$ cat config.mk
export PLATFORM = sky130hd
export DESIGN_NAME = step_input_conditioner
export DESIGN_NICKNAME = d
export VERILOG_FILES = /design/src/rtl/step_input_conditioner.sv
export SDC_FILE = /design/constraint.sdc
export NUM_CORES = 1
export LEC_CHECK = 0
export CAP_MARGIN = 30
export CORE_AREA = 2 2 39 41
export DETAILED_ROUTE_END_ITERATION = 8
export DIE_AREA = 0 0 41 43
export GPL_TIMING_DRIVEN = 0
export PLACE_DENSITY = 0.74
export SYNTH_ARGS = -nofsm -noshare
export SYNTH_HDL_FRONTEND = slang
export SYNTH_SLANG_ARGS = --single-unit
$ cat constraint.sdc
create_clock -name clk -period 2.4 [get_ports clk]
set_input_delay 0.36 -clock clk [delete_from_list [all_inputs] [get_ports clk]]
set_output_delay 0.36 -clock clk [all_outputs]
set_load 0.03 [all_outputs]
$ cat src/rtl/step_input_conditioner.sv
// Step/direction input conditioner: synchronise and debounce raw pads, emit a one-shot step strobe.
// Define AUTO_REPEAT_EN to add hold-to-repeat step pulses.
module step_input_conditioner #(
    parameter int unsigned SYNC_STAGES  = 2,
    parameter int unsigned DB_CYCLES    = 16,
    parameter int unsigned REPEAT_DELAY = 256,
    parameter int unsigned REPEAT_RATE  = 64
) (
    input  logic clk,
    input  logic rst_n,
    input  logic btn_step_in,
    input  logic btn_dir_in,
    output logic step_pulse,
    output logic dir_up,
    output logic step_held
);

    localparam int unsigned CNT_W = $clog2(DB_CYCLES);

    if (SYNC_STAGES < 2 || SYNC_STAGES > 4 || DB_CYCLES < 2 ||
        REPEAT_DELAY < 1 || REPEAT_RATE < 1) begin : g_bad_params
        $error("step_input_conditioner: illegal parameter value");
    end

    logic [SYNC_STAGES-1:0] step_sync_q;
    logic [SYNC_STAGES-1:0] dir_sync_q;

    always_ff @(posedge clk or negedge rst_n) begin
        if (!rst_n) begin
            step_sync_q <= '0;
            dir_sync_q  <= '0;
        end else begin
            step_sync_q <= {step_sync_q[SYNC_STAGES-2:0], btn_step_in};
            dir_sync_q  <= {dir_sync_q[SYNC_STAGES-2:0], btn_dir_in};
        end
    end

    // Index 0 is the step button, index 1 the direction switch.
    logic [1:0]            sync_out;
    logic [1:0]            stable_q, stable_d;
    logic [1:0][CNT_W-1:0] db_cnt_q, db_cnt_d;

    assign sync_out = {dir_sync_q[SYNC_STAGES-1], step_sync_q[SYNC_STAGES-1]};

    always_comb begin
        stable_d = stable_q;
        db_cnt_d = db_cnt_q;
        for (int i = 0; i < 2; i++) begin
            if (sync_out[i] == stable_q[i]) begin
                db_cnt_d[i] = '0;
            end else if (db_cnt_q[i] == CNT_W'(DB_CYCLES - 1)) begin
                stable_d[i] = sync_out[i];
                db_cnt_d[i] = '0;
            end else begin
                db_cnt_d[i] = db_cnt_q[i] + CNT_W'(1);
            end
        end
    end

    always_ff @(posedge clk or negedge rst_n) begin
        if (!rst_n) begin
            stable_q <= '0;
            db_cnt_q <= '0;
        end else begin
            stable_q <= stable_d;
            db_cnt_q <= db_cnt_d;
        end
    end

    logic step_stable;
    assign step_stable = stable_q[0];
    assign dir_up      = stable_q[1];

`ifdef AUTO_REPEAT_EN
    typedef enum logic [1:0] {StIdle, StFire, StHeld, StRepeat} state_e;

    localparam int unsigned RPT_MAX = (REPEAT_DELAY > REPEAT_RATE) ? REPEAT_DELAY : REPEAT_RATE;
    localparam int unsigned RPT_W   = (RPT_MAX > 1) ? $clog2(RPT_MAX) : 1;

    logic [RPT_W-1:0] rpt_cnt_q, rpt_cnt_d;
`else
    typedef enum logic [1:0] {StIdle, StFire, StHeld} state_e;
`endif

    state_e state_q, state_d;
    logic   pulse_d;
    logic   step_pulse_q, step_held_q;

    always_comb begin
        state_d = state_q;
        pulse_d = 1'b0;
        unique case (state_q)
            StIdle: if (step_stable) state_d = StFire;
            StFire: state_d = step_stable ? StHeld : StIdle;
`ifdef AUTO_REPEAT_EN
            StHeld: begin
                if (!step_stable) begin
                    state_d = StIdle;
                end else if (rpt_cnt_q == RPT_W'(REPEAT_DELAY - 1)) begin
                    state_d = StRepeat;
                end
            end
            StRepeat: begin
                if (!step_stable) begin
                    state_d = StIdle;
                end else if (rpt_cnt_q == RPT_W'(REPEAT_RATE - 1)) begin
                    pulse_d = 1'b1;
                end
            end
`else
            StHeld: if (!step_stable) state_d = StIdle;
`endif
            default: state_d = StIdle;
        endcase
        if (state_d == StFire) pulse_d = 1'b1;
    end

`ifdef AUTO_REPEAT_EN
    // One counter serves both the hold delay and the repeat period; any state change restarts it.
    always_comb begin
        rpt_cnt_d = '0;
        if (state_d == state_q) begin
            if (state_q == StHeld) begin
                rpt_cnt_d = rpt_cnt_q + RPT_W'(1);
            end else if (state_q == StRepeat && rpt_cnt_q != RPT_W'(REPEAT_RATE - 1)) begin
                rpt_cnt_d = rpt_cnt_q + RPT_W'(1);
            end
        end
    end

    always_ff @(posedge clk or negedge rst_n) begin
        if (!rst_n) rpt_cnt_q <= '0;
        else        rpt_cnt_q <= rpt_cnt_d;
    end
`endif

    always_ff @(posedge clk or negedge rst_n) begin
        if (!rst_n) begin
            state_q      <= StIdle;
            step_pulse_q <= 1'b0;
            step_held_q  <= 1'b0;
        end else begin
            state_q      <= state_d;
            step_pulse_q <= pulse_d;
            step_held_q  <= (state_d != StIdle);
        end
    end

    assign step_pulse = step_pulse_q;
    assign step_held  = step_held_q;

endmodule
# Yosys cells after proc, flatten, opt, wreduce, memory -nomap -nowiden
# Cells that the tools add are included.
totals:
  reg_bits: 18
  in_bits: 4
  out_inout_bits: 3
  wordCells: 33
classes:
  n_addsub: 2
  n_eq_ne: 7
  n_mux: 9
  bitwise_logic: 2
  reduce_logical: 4
op_table:
  columns: ["operator", "n"]
  rows:
  - ["$mux W4", 4]
  - ["$add A4 B1 Y4 const B", 2]
  - ["$eq A4 B4 Y1 const B", 2]
  - ["$mux W2", 3]
  - ["$pmux W2 S3", 1]
  - ["$eq A2 B1 Y1 const B", 2]
  - ["$reduce_and A2 Y1", 2]
  - ["$eq A1 B1 Y1", 2]
  - ["$eq A2 B2 Y1 const B", 1]
  - ["$logic_not A2 Y1", 1]
  - ["$not A1 Y1", 2]
  - ["$reduce_bool A2 Y1", 1]
  - ["$mux W1", 1]

# Longest topological paths before layout
logic_depth:
  ltp_word: 4
  mapped_depth: 4
  depth_no_buf: 4

# Worst setup path before layout
# No wires, ideal clock.
synth_path:
  path_type: "register to register"
  from: "register db_cnt_q[0] (netlist name)"
  to: "register stable_q[0]"
  setup_time_ns: 0.125
  arrival_time_ns: 1.009
  t_required_ns: 2.275
  setup_slack_ns: 1.266
  path_stages_with_launch: 4
  path_buffers: 0
  period_less_slack_ns: 1.134
  cell_sequence: "dfrtp_1 -> ha_1 -> nand3_2 -> mux2_4"
synth_via:
  elab_chain_len: 2
synth_rtl:
  columns: ["element", "line", "rtl"]
  rows:
  - ["from (decl)", "41", "logic [1:0][CNT_W-1:0] db_cnt_q, db_cnt_d;"]
  - ["from (signal assigned)", "66", "db_cnt_q <= db_cnt_d;"]
  - ["$eq A4 B4 Y1", "51", "end else if (db_cnt_q[i] == CNT_W'(DB_CYCLES - 1)) begin"]
  - ["$reduce_and A2 Y1 (no line)", null, null]
  - ["to (signal assigned)", "65", "stable_q <= stable_d;"]
  - ["to (decl)", "40", "logic [1:0] stable_q, stable_d;"]
# Every way passes these cells.
# A chain may end at the register's enable or synchronous reset.

# Worst setup path in the final report
layout_path:
  from: "register stable_q[1]"
  to: "output port dir_up"
layout_rtl:
  columns: ["element", "line", "rtl"]
  rows:
  - ["to (decl)", "14", "output logic dir_up,"]
# No word-level cell between the ends.

==> results.txt <==
----------------------------------------------------
[STA]
  Transition at the pin with the smallest max-transition slack ... 0.773 ns
  Setup repair after global routing missed its margin ... false
  Final setup margin ... 0.688 ns
  Number of failing hold endpoints at the final stage ... 0
  Fraction of the cycle the final worst path needs ... 0.713
  Fmax achieved ... 584 MHz
  Final worst path period need ... 1.71 ns
  Setup-failing EPs final ... 0
  Fin. max-slew vios ... 0
  Final setup skew ... 0.00241 ns
  Setup_tns ... 0 ns
  Worst relative slew slack ... 0.483

[Final layout]
  Final std cell area, no fill ... 815 sq um
  Final net count ... 66
  Area Growth Syn to Fin ... 16.7%
  Fillers ... 121
  Diodes inserted ... 0
  Ratio of cells with drive above 1 in the final layout ... 0.169
  Final design utilization ... 0.589

[Floorplanning]
  Number of placement rows ... 14
  Initial core utilization ... 0.505
  Vertical extent of the die ... 43 um
  Top-level I/O count ... 7
  Core region area ... 0.00138 sq mm
  Die Outline Area ... 0.00176 sq mm
  Die boundary width ... 41 um

[Pwr]
  Net switching fraction of the power ... 0.208
  Design internal power ... 0.423 mW
  Leakage ... 0.367 nW
  Reported net switching power ... 0.111 mW
  Sum of internal, switching and leakage power ... 0.533 mW
  Power per cell area ... 655 mW/mm^2
  Logic pwr share ... 0.058
  Clk network pwr share ... 0.332
  Register share of total power ... 0.610
  Worst vdd rail ir drop ... 0.378 mV

[Critical path]
  Critical-path cell with the highest stage delay ... sky130_fd_sc_hd__clkdlybuf4s50_1
  CP Capture Type ... primary output
  Category of the most critical setup path ... register to primary output
  Arr. time, crit path ... 1.35 ns
  Worst endpoint required time ... 2.04 ns
  Family with the most delay on the worst path ... buffers and inverters
  Setup crit start kind ... register
  Buffers & Inverters on Critical Path ... 1
  Crit path largest cell delay ... 0.68 ns
  CP max FO ... 3
  Cell breakdown of the critical path ... clkdlybuf4s50_1

[Global route]
  GRT Resource Usage Total ... 0.147
  Total congestion overflow after global routing ... 0
  Initial antenna violation count ... 0
  Number of global-route vias before repair ... 418
  Global-route wire length before repair ... 1.66 mm
  Maximum number of pins on one net before global-route repair ... 19

[Synthesis]
  Synthesis Warnings ... 0
  Synthesized flop and latch total ... 18
  Synthesized netlist net count ... 55
  Count of distinct cell types in the synthesized netlist ... 16
  Sequential cell area fraction in the yosys report ... 0.645
  Cell count after synthesis ... 49
  Synthesized area divided by synthesized cell count ... 14.2 sq um
  Area of the mapped netlist ... 698 sq um

[Clock tree]
  H-tree lvl count ... 1
  Clk sinks ... 18
  Register clock-pin slew on the reported worst setup and hold paths ... 0.09 ns
  Clock network latency to the later pin of the worst-skew pair ... 0.28 ns
  Post-cts gate resize count ... 0
  Deepest clock path buffer count ... 2
  # hold bufs at CTS ... 0
  TritonCTS Buffers ... 3
  Post-CTS repair timing setup buffer count ... 0
  Clock tree from TritonCTS ... built
  Cell chosen for the clock root ... sky130_fd_sc_hd__clkbuf_4

[Placement]
  Placed standard-cell area ... 778 sq um
  Global placement routability congestion ... 0.646
  Total of buffers placed on input and output ports ... 6
  Post-Place Worst Slack ... 1.01 ns

[Drt]
  Wire length after detailed routing ... 1.01 mm
  Routed length per placed instance ... 13.5 um
  Iteration count of the initial detailed-routing pass ... 1
  Detailed-route via count ... 382
  Vias per inst ... 5.09
  Antenna-violating nets left ... 0
  Post-route DRC ... 0
  1st-iter DRT viols ... 0

[Run status]
  Result of the run ... complete, no violations

[Flow run]
  Max-cap violations ... 0

[Worst hold path]
  Min-delay worst type ... register to register

----------------------------------------------------
-- Yosys cell counts --
cell / count / share of area
sky130_fd_sc_hd__dfrtp_1: 18 / 0.65
sky130_fd_sc_hd__a21oi_1: 4 / 0.029
sky130_fd_sc_hd__xnor2_1: 4 / 0.050
sky130_fd_sc_hd__ha_1: 2 / 0.036
sky130_fd_sc_hd__inv_1: 2 / 0.011
sky130_fd_sc_hd__mux2_4: 2 / 0.043
sky130_fd_sc_hd__nand3_2: 2 / 0.029
sky130_fd_sc_hd__nand4b_1: 2 / 0.025
sky130_fd_sc_hd__nor2_1: 2 / 0.011
sky130_fd_sc_hd__nor2b_1: 2 / 0.018
sky130_fd_sc_hd__nor3b_1: 2 / 0.021
sky130_fd_sc_hd__nor3b_2: 2 / 0.036
sky130_fd_sc_hd__o21ai_0: 2 / 0.014
sky130_fd_sc_hd__a21boi_0: 1 / 0.011
sky130_fd_sc_hd__and2_1: 1 / 0.0090
sky130_fd_sc_hd__xor2_1: 1 / 0.013
-- registers in the layout (all words and copies together), names as in the netlist --
name	count
step_held	1
dir_sync_q	2
step_pulse	1
step_sync_q	2
state_q	2
stable_q	2
db_cnt_q	8
-- cell families after synthesis --
| family | after synthesis | share of synthesized area |
|---|---|---|
| AOI/OAI and AO/OA | 7 | 0.0538 |
| xor gates and xnor gates | 5 | 0.0627 |
| adders and majority gates | 2 | 0.0358 |
| buffers and inverters | 2 | 0.0108 |
| DFF | 18 | 0.645 |
| muxes | 2 | 0.0430 |
| and+or+nand+nor | 13 | 0.149 |
-- area by class of cell --
class                      instances  area (sq um)  share of cell area
timing repair buffer               6          60.1              0.0737
inverter                           2          7.51             0.00922
sequential                        18           450               0.553
clock buffer                       4          36.3              0.0445
multi-input combinational         29           240               0.295
tap                               16          20.0              0.0246
-- worst paths after layout --
| path | from | endpoint | slack [ns] | cells past startpoint |
|---|---|---|---|---|
| setup / recovery | stable_q[1] | dir_up | 0.69 | 1 |
| hold / removal | step_sync_q[0] | step_sync_q[1] | 0.36 | 0 |
| setup reg to reg | db_cnt_q[0] | stable_q[0] | 1.20 | 3 |
| hold reg to reg | step_sync_q[0] | step_sync_q[1] | 0.36 | 0 |
| max in group asynchronous | rst_n | db_cnt_q[7] | 1.40 | 1 |
| min in group asynchronous | rst_n | step_held | 0.52 | 1 |
-- routing by layer --
| layer | wire (um) | track usage | share of wire |
|---|---|---|---|
| met1 | 455 | 0.172 | 0.45 |
| met2 | 514 | 0.219 | 0.51 |
| met3 | 27 | 0.0314 | 0.027 |
| met4 | 15 | 0.120 | 0.015 |
| met5 | 0 | 0 | 0 |
-- stage by stage --
step / std cells / hold slack (ns)
final: 75 / 0.357
after global routing: 75 / 0.368
after CTS: 75 / 0.358
after detailed placement: 71 / 0.335
after global placement: 71 / 0.333
after floorplan: 49 / 0.0644
-- placed cells by master, fill, tap and decap left out, drive strengths merged --
cell type	n
nand3	2
ha	2
o21ai	2
nand4b	2
dfrtp	18
clkdlybuf4s50	6
mux2	2
nor2	2
nor3b	4
nor2b	2
clkbuf	4
a21boi	1
a21oi	4
xnor2	4
and2	1
inv	2
xor2	1
-- power by group through the flow --
stage / Clock [mW] / Sequential (mW) / Combinational [mW]
2_1_floorplan: 0 / 0.329 / 0.0178
3_3_place_gp: 0 / 0.331 / 0.0304
3_5_place_dp: 0 / 0.331 / 0.0317
4_1_cts: 0.187 / 0.326 / 0.0321
5_1_grt: 0.199 / 0.327 / 0.0354
6_report: 0.177 / 0.325 / 0.0310
Power figures use the tool's default switching activity.
